--- config.mk ---
export PLATFORM = sky130hd
export DESIGN_NAME = pc_sequencer
export DESIGN_NICKNAME = d
export VERILOG_FILES = /design/src/rtl/pc_pkg.sv /design/src/rtl/pc_return_stack.sv /design/src/rtl/pc_sequencer.sv
export SDC_FILE = /design/constraint.sdc
export NUM_CORES = 1
export LEC_CHECK = 0
export CORE_MARGIN = 2
export CORE_UTILIZATION = 34
export CTS_BUF_LIST = sky130_fd_sc_hd__clkbuf_8
export CTS_CLUSTER_SIZE = 25
export DETAILED_ROUTE_END_ITERATION = 10
export PLACE_DENSITY = 0.76
export REMOVE_ABC_BUFFERS = 1
export SLEW_MARGIN = 10
export SYNTH_ARGS = -nofsm -noshare
export SYNTH_HDL_FRONTEND = slang
export SYNTH_SLANG_ARGS = --single-unit
--- constraint.sdc ---
create_clock -name clk -period 1.8 [get_ports clk]
set_clock_uncertainty 0.1 [all_clocks]
set_input_delay 0.45 -clock clk [delete_from_list [all_inputs] [get_ports clk]]
set_output_delay 0.45 -clock clk [all_outputs]
set_load 0.01 [all_outputs]
--- src/rtl/pc_pkg.sv ---
// Shared encodings for the program-counter sequencer and its return stack.
// Latency: n/a (types only). Backpressure: n/a.
// Holds the next-PC select codes and the RUN/HALT state encoding.
package pc_pkg;

    typedef enum logic [1:0] {
        SEL_SEQ    = 2'b00,
        SEL_BRANCH = 2'b01,
        SEL_CALL   = 2'b10,
        SEL_RET    = 2'b11
    } sel_e;

    typedef enum logic {
        ST_RUN  = 1'b0,
        ST_HALT = 1'b1
    } state_e;

endpackage

--- src/rtl/pc_return_stack.sv ---
// LIFO of return addresses; push writes above the top entry, pop drops the top entry.
// Latency: count/data update on the falling clock edge after push/pop.
// Backpressure: none; the caller must not push when full or pop when empty.
module pc_return_stack
    import pc_pkg::*;
#(
    parameter int WIDTH = 11,
    parameter int DEPTH = 4,
    localparam int CW = $clog2(DEPTH + 1),
    localparam int IW = (DEPTH > 1) ? $clog2(DEPTH) : 1
) (
    input  logic             clk,
    input  logic             reset,
    input  logic             push,
    input  logic             pop,
    input  logic [WIDTH-1:0] push_data,
    output logic [WIDTH-1:0] data,
    output logic [CW-1:0]    count,
    output logic             full,
    output logic             empty
);

    logic [WIDTH-1:0] mem [DEPTH];
    logic [CW-1:0]    count_q = '0;
    logic [CW-1:0]    top_idx;

    assign top_idx = count_q - CW'(1);
    assign count   = count_q;
    assign full    = (count_q == CW'(DEPTH));
    assign empty   = (count_q == '0);
    assign data    = empty ? '0 : mem[top_idx[IW-1:0]];

    // Storage itself is never reset: entries above count are dead.
    always_ff @(negedge clk) begin
        if (push && !full) begin
            mem[count_q[IW-1:0]] <= push_data;
        end
    end

    always_ff @(negedge clk) begin
        if (reset) begin
            count_q <= '0;
        end else if (push && !full) begin
            count_q <= count_q + CW'(1);
        end else if (pop && !empty) begin
            count_q <= top_idx;
        end
    end

endmodule

--- src/rtl/pc_sequencer.sv ---
// Program-counter sequencer: sequential/branch/call/return with RUN/HALT control; return stack under PC_CALL_STACK_EN.
// Latency: selection sampled at a falling edge shows on program_count right after that edge.
// Backpressure: enable=0 stalls all state; no handshake.
module pc_sequencer
    import pc_pkg::*;
#(
    parameter int                LENGTH      = 11,
    parameter int                STACK_DEPTH = 4,
    parameter logic [LENGTH-1:0] RESET_ADDR  = '0
) (
    input  logic                             clk,
    input  logic                             reset,
    input  logic                             enable,
    input  logic [1:0]                       sel,
    input  logic [LENGTH-1:0]                target,
    input  logic                             halt,
    input  logic                             resume,
    output logic [LENGTH-1:0]                program_count,
    output logic                             halted,
    output logic [$clog2(STACK_DEPTH+1)-1:0] stack_count,
    output logic                             stack_overflow,
    output logic                             stack_underflow
);

    state_e            state_q = ST_RUN;
    state_e            state_d;
    logic [LENGTH-1:0] pc_q    = RESET_ADDR;
    logic [LENGTH-1:0] pc_d;
    logic [LENGTH-1:0] pc_inc;

    assign pc_inc        = pc_q + LENGTH'(1);
    assign program_count = pc_q;
    assign halted        = (state_q == ST_HALT);

`ifdef PC_CALL_STACK_EN
    logic              push;
    logic              pop;
    logic              set_ovf;
    logic              set_unf;
    logic              stk_full;
    logic              stk_empty;
    logic [LENGTH-1:0] stk_top;
    logic              ovf_q = 1'b0;
    logic              unf_q = 1'b0;

    pc_return_stack #(
        .WIDTH (LENGTH),
        .DEPTH (STACK_DEPTH)
    ) u_stack (
        .clk       (clk),
        .reset     (reset),
        .push      (push),
        .pop       (pop),
        .push_data (pc_inc),
        .data      (stk_top),
        .count     (stack_count),
        .full      (stk_full),
        .empty     (stk_empty)
    );

    assign stack_overflow  = ovf_q;
    assign stack_underflow = unf_q;

    always_ff @(negedge clk) begin
        if (reset) begin
            ovf_q <= 1'b0;
            unf_q <= 1'b0;
        end else begin
            ovf_q <= ovf_q | set_ovf;
            unf_q <= unf_q | set_unf;
        end
    end
`else
    assign stack_count     = '0;
    assign stack_overflow  = 1'b0;
    assign stack_underflow = 1'b0;
`endif

    // Halt takes priority over any PC selection; in HALT only resume matters.
    always_comb begin
        state_d = state_q;
        pc_d    = pc_q;
`ifdef PC_CALL_STACK_EN
        push    = 1'b0;
        pop     = 1'b0;
        set_ovf = 1'b0;
        set_unf = 1'b0;
`endif
        if (enable) begin
            if (state_q == ST_HALT) begin
                if (resume) begin
                    state_d = ST_RUN;
                end
            end else if (halt) begin
                state_d = ST_HALT;
            end else begin
                case (sel_e'(sel))
                    SEL_SEQ:    pc_d = pc_inc;
                    SEL_BRANCH: pc_d = target;
`ifdef PC_CALL_STACK_EN
                    SEL_CALL: begin
                        pc_d = target;
                        if (stk_full) begin
                            set_ovf = 1'b1;
                        end else begin
                            push = 1'b1;
                        end
                    end
                    SEL_RET: begin
                        if (stk_empty) begin
                            pc_d    = pc_inc;
                            set_unf = 1'b1;
                        end else begin
                            pc_d = stk_top;
                            pop  = 1'b1;
                        end
                    end
`else
                    SEL_CALL:   pc_d = target;
                    SEL_RET:    pc_d = pc_inc;
`endif
                endcase
            end
        end
    end

    always_ff @(negedge clk) begin
        if (reset) begin
            state_q <= ST_RUN;
            pc_q    <= RESET_ADDR;
        end else begin
            state_q <= state_d;
            pc_q    <= pc_d;
        end
    end

endmodule

Word level (Yosys, flattened, before mapping)
Cells that the tools add are included.

word-level totals
  register bits = 12
  output and inout port bits = 17

operators by class
  $add $sub $neg = 1
  eq/ne operators = 3
  mux-type cells = 4
  bitwise logic cells = 2
  reduce and logical (&&, ||, !) cells = 4

operator list
  operator                                                          count
  11-bit case mux with 2 select lines                               1
  11-bit by 1-bit adder with 11-bit output (second input constant)  1
  2-bit == test (second input constant)                             2
  2-bit OR reduction                                                2
  1-bit 2-to-1 mux                                                  3
  3-bit AND reduction                                               1
  2-bit by 1-bit == test with 1-bit output (second input constant)  1
  2-bit logical NOT                                                 1
  1-bit inverter                                                    2

Logic depth before layout (Yosys ltp)
Gate-level depths: netlist of run 1.

  depth in word-level cells = 3
  gate-level depth with buffers = 5

==> impl_metrics.tcl, run 1 <==
set metrics [dict create \
    total_power_mw 1.091 \
    drt_wl_total_um 4083 \
    layout_commonest_cell "buf_6" \
    synth_compound_area_share_pct 24.14 \
    globalplace.congestion 0.8195 \
    worstPathCellList "buf_6 > buf_6 > nor3b_4 > nand2_1 > buf_4 > o21bai_2 > a311oi_2" \
    synth_area_leaders "dfxtp_1, buf_4, a21oi_1" \
    post-route-drc-count 0 \
    crit_path_max_fanout 4 \
    syn_area_um2 803.3 \
    overflow 0 \
    power.leakage_nw 0.7641 \
    routedWlPerCell_um 19.92 \
    drtPass1Iterations 4 \
    synth_flop_cell "dfxtp_1" \
    maxSlewViolCount 0 \
    io_pins 35 \
    avgViaCountPerCell 5.771 \
    synth_top_family_by_area "simple AND/OR/NAND/NOR gates" \
    hold_path.class "register to register" \
    max_stage_delay_ns 0.34 \
    cts_root_buf "clkbuf_8" \
    h-tree-depth 1 \
    syn_avg_cell_area_um2 8.281 \
    crit_required_ns 0.96 \
    clockBufferDepth 2 \
    hold_violations 0 \
    yosys.area_share.simple_pct 32.71 \
    yosysTopAreaCellShare_pct 29.91 \
    final_area_um2 1720 \
    antenna_cells 0 \
    final_cells 205 \
    cp_slowest_cell "nor3b_4" \
    synthMuxAreaShare_pct 0 \
    io_buffers 29 \
    cts_hold_buf 0 \
    crit_type "input pin to register" \
    clock_latency_ns 0.34 \
    grt_pass1_wl_um 5451 \
    yosysWarnings 0 \
    synth_fa_ha_area_share_pct 1.558 \
    synthXorXnorAreaFrac_pct 2.181 \
    grt_pass1_vias 1183 \
    synth_top_area_cell "dfxtp_1" \
    ant_nets 0 \
    hpwl_um 1857 \
    fp.dieW_um 52.61 \
    crit_top_cell "buf_6" \
    ys_async_sr_fraction_pct 0 \
    cts_buffers 3 \
    row_count 17 \
    dieArea_um2 2767 \
    rsz0062_at_grt "yes" \
    grt_max_degree 9 \
    initial_utilization_pct 35.97 \
    placed_cells 179 \
    synth_cells 97 \
    layout.nets 198 \
    clkTransAtPathRegs_ns 0.03 \
    status "finished with violations" \
    powerDensity_nw_per_um2 633.9 \
    seq_area_frac_synth_pct 29.91 \
    antenna_found_initial 0 \
    dpl-instance-area_um2 1304 \
    cts_tree "built" \
    start_kind "input pin" \
    cts.sinks 12 \
    ys_ff_latch 12 \
    nFillCells 123 \
    area_growth_pct 114.2 \
    synth-edff-count 0 \
    max-vdd-ir-drop_mv 0.4548 \
    cp_data_arrival_time_ns 1.55 \
    dp_slack_ns -1.263 \
    violations "negative setup slack" \
    final_layout_size_suffix_gt1_share_pct 61.58 \
    synth_cell_types 38 \
    grt_use_total_pct 27.87 \
    drt_iter0_markers 56 \
    vias 1183 \
    coreArea_um2 2233 \
    fin_util_pct 77.03 \
    chipHeight_um 52.61 \
    maxCapViolCount 0 \
    end_kind "register" \
    finalWorstSetupSlack_ns -0.5913 \
    mostFrequentLayoutCells "buf_6, buf_4, inv_1" \
    setup_violations 23 \
]
[area by class of cell]
class / count / area (um2) / area share [%]
clock buffer: 3 / 41.29 / 2.400
clock inverter: 12 / 45.04 / 2.618
inverter: 1 / 3.754 / 0.2182
multi-input combinational: 78 / 664.4 / 38.62
sequential: 12 / 255.2 / 14.84
tap: 28 / 35.03 / 2.036
timing repair buffer: 71 / 675.6 / 39.27
[cells by family after synthesis]
| group | Yosys count |
|---|---|
| simple gates | 40 |
| other cells | 1 |
| xor+xnor | 2 |
| buf+inv | 11 |
| compound gates | 30 |
| flops | 12 |
| fa+ha+maj | 1 |
[metrics by stage]
| stage | setup TNS [ns] | hold WS, ns |
|---|---|---|
| after detailed placement | -19.32 | 0.4696 |
| after global placement | -18.76 | 0.4636 |
| after global routing | -10.71 | 0.5492 |
| final | -10.27 | 0.5248 |
| after floorplan | -8.674 | 0.4394 |
| after CTS | -9.695 | 0.4806 |
[power breakdown]
part           internal, mW  switching, mW  leakage, nW
combinational         0.198          0.173        0.575
sequential            0.287         0.0138        0.103
clock                 0.186          0.233       0.0855
total                 0.671          0.419        0.764
[Yosys cell counts, types with 2 or more instances]
master     n
o21ai_0    7
and2_1     2
nor3_1     5
nand2_1    8
inv_1      2
nor3b_2    2
buf_4      6
nor2_1     7
and3_1     3
a31oi_1    2
a21oi_1    8
nand3_1    2
a211oi_1   4
dfxtp_1   12
a311oi_1   4
[sequential cells by signal (all words and copies together), names as in the netlist]
| register | cells |
|---|---|
| halted | 1 |
| program_count | 11 |
[worst max-delay path, delay by kind of cell]
kind | cells | cell delay [ns]
AND/OR/NAND/NOR | 2 | 0.50
buffers and inverters | 3 | 0.39
AO/OA/AOI/OAI | 2 | 0.22
[final timing paths]
kind                         start          endpoint  slack, ns  cells past startpoint
hold / removal    program_count[9]  program_count[9]       0.52                      2
hold reg to reg   program_count[9]  program_count[9]       0.52                      2
setup reg to reg  program_count[3]  program_count[9]       0.01                      5
setup / recovery              halt  program_count[9]      -0.59                      7
[routing by layer]
metal	global-route usage, %	wire length, um	vias up
met2	48.96	2122	87
met4	19.23	129	0
met1	27.56	1498	565
met5	0	0	-
met3	8.571	331	17
li1	-	-	514
[repair_timing]
item | CTS | global route
pin swaps | 23 | 12
gates cloned | 1 | 0
buffers inserted | 6 | 6
endpoints found under the setup margin | 24 | 24
gates resized for setup | 120 | 32
Power figures use the tool's default switching activity.
==> inputs of run 2 (changes only) <==
PLACE_DENSITY = not set   (was 0.76)
PLACE_DENSITY_LB_ADDON = 0.15   (was not set)
==> run 2 against run 1 <==
The run still ends with negative setup slack left. Clock power shrank 8.6%. Sequential power about the same. Register-to-register slack gained 0.13 ns. Critical endpoint is now program_count[4]. Largest power group unchanged. Highest routed layer unchanged.
==> impl_metrics.tcl, run 2 (synthesis results as in run 1) <==
set metrics [dict create \
    status "finished with violations" \
    violations "negative setup slack" \
    hpwl_um 1858 \
    final_cells 201 \
    grt_use_total_pct 22.31 \
    vias 1077 \
    cts_tree "built" \
    antenna_found_initial 0 \
    powerDensity_nw_per_um2 611.9 \
    whs_ns 0.4672 \
    area_growth_pct 107.8 \
    cts_buffers 3 \
    io_pins 35 \
    io_buffers 29 \
    fp.dieW_um 52.61 \
    antenna_cells 0 \
    maxSlewViolCount 0 \
    hold_violations 0 \
    clock_latency_ns 0.32 \
    placed_cells 180 \
    cts.sinks 12 \
    coreArea_um2 2233 \
    initial_utilization_pct 35.97 \
    max-vdd-ir-drop_mv 0.4226 \
    hp-start "program_count[9]" \
    dieArea_um2 2767 \
    grt_pass1_wl_um 4519 \
    start_kind "input pin" \
    overflow 0 \
    crit_required_ns 0.99 \
    post-route-drc-count 0 \
    maxCapViolCount 0 \
    chipHeight_um 52.61 \
    avgViaCountPerCell 5.358 \
    clkTransAtPathRegs_ns 0.04 \
    holdPathEnd "program_count[9]" \
    setup_violations 23 \
    drt_wl_total_um 2938 \
    h-tree-depth 1 \
    drt_iter0_markers 13 \
    routedWlPerCell_um 14.62 \
    ant_nets 0 \
    cts_hold_buf 0 \
    mostFrequentLayoutCells "buf_6, buf_4, inv_1" \
    row_count 17 \
    rr_endpoint "program_count[4]" \
    reg2regPathDepth 6 \
    drtPass1Iterations 4 \
    grt_pass1_vias 1093 \
    reg2reg_slack_ns 0.14 \
    grt_max_degree 9 \
    cp_data_arrival_time_ns 1.48 \
    power.leakage_nw 0.7462 \
    crit_path_max_fanout 5 \
    cts_root_buf "clkbuf_8" \
    clockBufferDepth 2 \
    regToRegStartpoint "halted" \
    layout_commonest_cell "buf_6" \
    end_kind "register" \
    hold_path.class "register to register" \
    crit_type "input pin to register" \
    fin_util_pct 74.73 \
    rsz0062_at_grt "yes" \
    hold_depth 2 \
    finalWorstSetupSlack_ns -0.4969 \
    layout.nets 193 \
    largest_reg_flops 11 \
    final_layout_size_suffix_gt1_share_pct 57.23 \
    globalplace.congestion 0.8615 \
]
[run 2: changes by cell type in the layout (fill, tap and decap cells not counted), sizes merged]
| cell | delta |
|---|---|
| buf | -5 |
| clkinvlp | +1 |
[run 2: how the worst max path moves through the flow]
stage	endpoint	start	depth (start not counted)	slack, ns
final	program_count[4]	halt	6	-0.50
after global routing	program_count[4]	halt	6	-0.54
after CTS	program_count[4]	halt	7	-0.47
after detailed placement	program_count[9]	sel[1]	7	-1.21
after global placement	program_count[9]	sel[0]	7	-1.18
after floorplan	program_count[5]	sel[1]	3	-0.83
[run 2: layout make-up]
cell class / count / area [um2]
clock buffers: 3 / 41.29
clock inverters: 13 / 50.05
fillers: 168 / 564.3
inverters: 1 / 3.754
multi-input cells: 78 / 641.9
flip-flops and latches: 12 / 255.2
well taps: 28 / 35.03
repair buffers: 66 / 641.9
[run 2: per-stage QoR]
step	cell area, um2	TNS (ns)	setup WS (ns)	power (mW)
floorplan	753.2	-8.674	-0.8271	0.4321
global placement	1311	-18.90	-1.182	0.5906
detailed placement	1311	-19.24	-1.211	0.5938
CTS	1575	-9.238	-0.4704	0.9980
global route	1669	-9.985	-0.5356	1.103
finish	1669	-9.176	-0.4969	1.021
[run 2: timing repair]
action | in CTS | in global routing
pin swaps | 20 | 17
resized for setup | 125 | 21
setup buffers | 4 | 3
setup endpoints to repair | 24 | 24
cloned | 1 | 0
[run 2: where the power goes]
group | switching (mW) | internal, mW
Clock | 0.194 | 0.188
Combinational | 0.148 | 0.191
Sequential | 0.0115 | 0.288
[run 2: per-layer routing]
layer / vias up / track usage (%) / wire [um]
met2: 42 / 36.88 / 1568
met4: 0 / 13.25 / 46
met3: 8 / 7.143 / 174
met5: - / 0 / 0
met1: 521 / 24.70 / 1148
li1: 506 / - / -
[run 2: critical path, stage by stage]
cell,delay [ns]
buf_6,0.09
or3b_4,0.39
buf_8,0.15
buf_6,0.12
a211oi_1,0.20
nor3_1,0.08
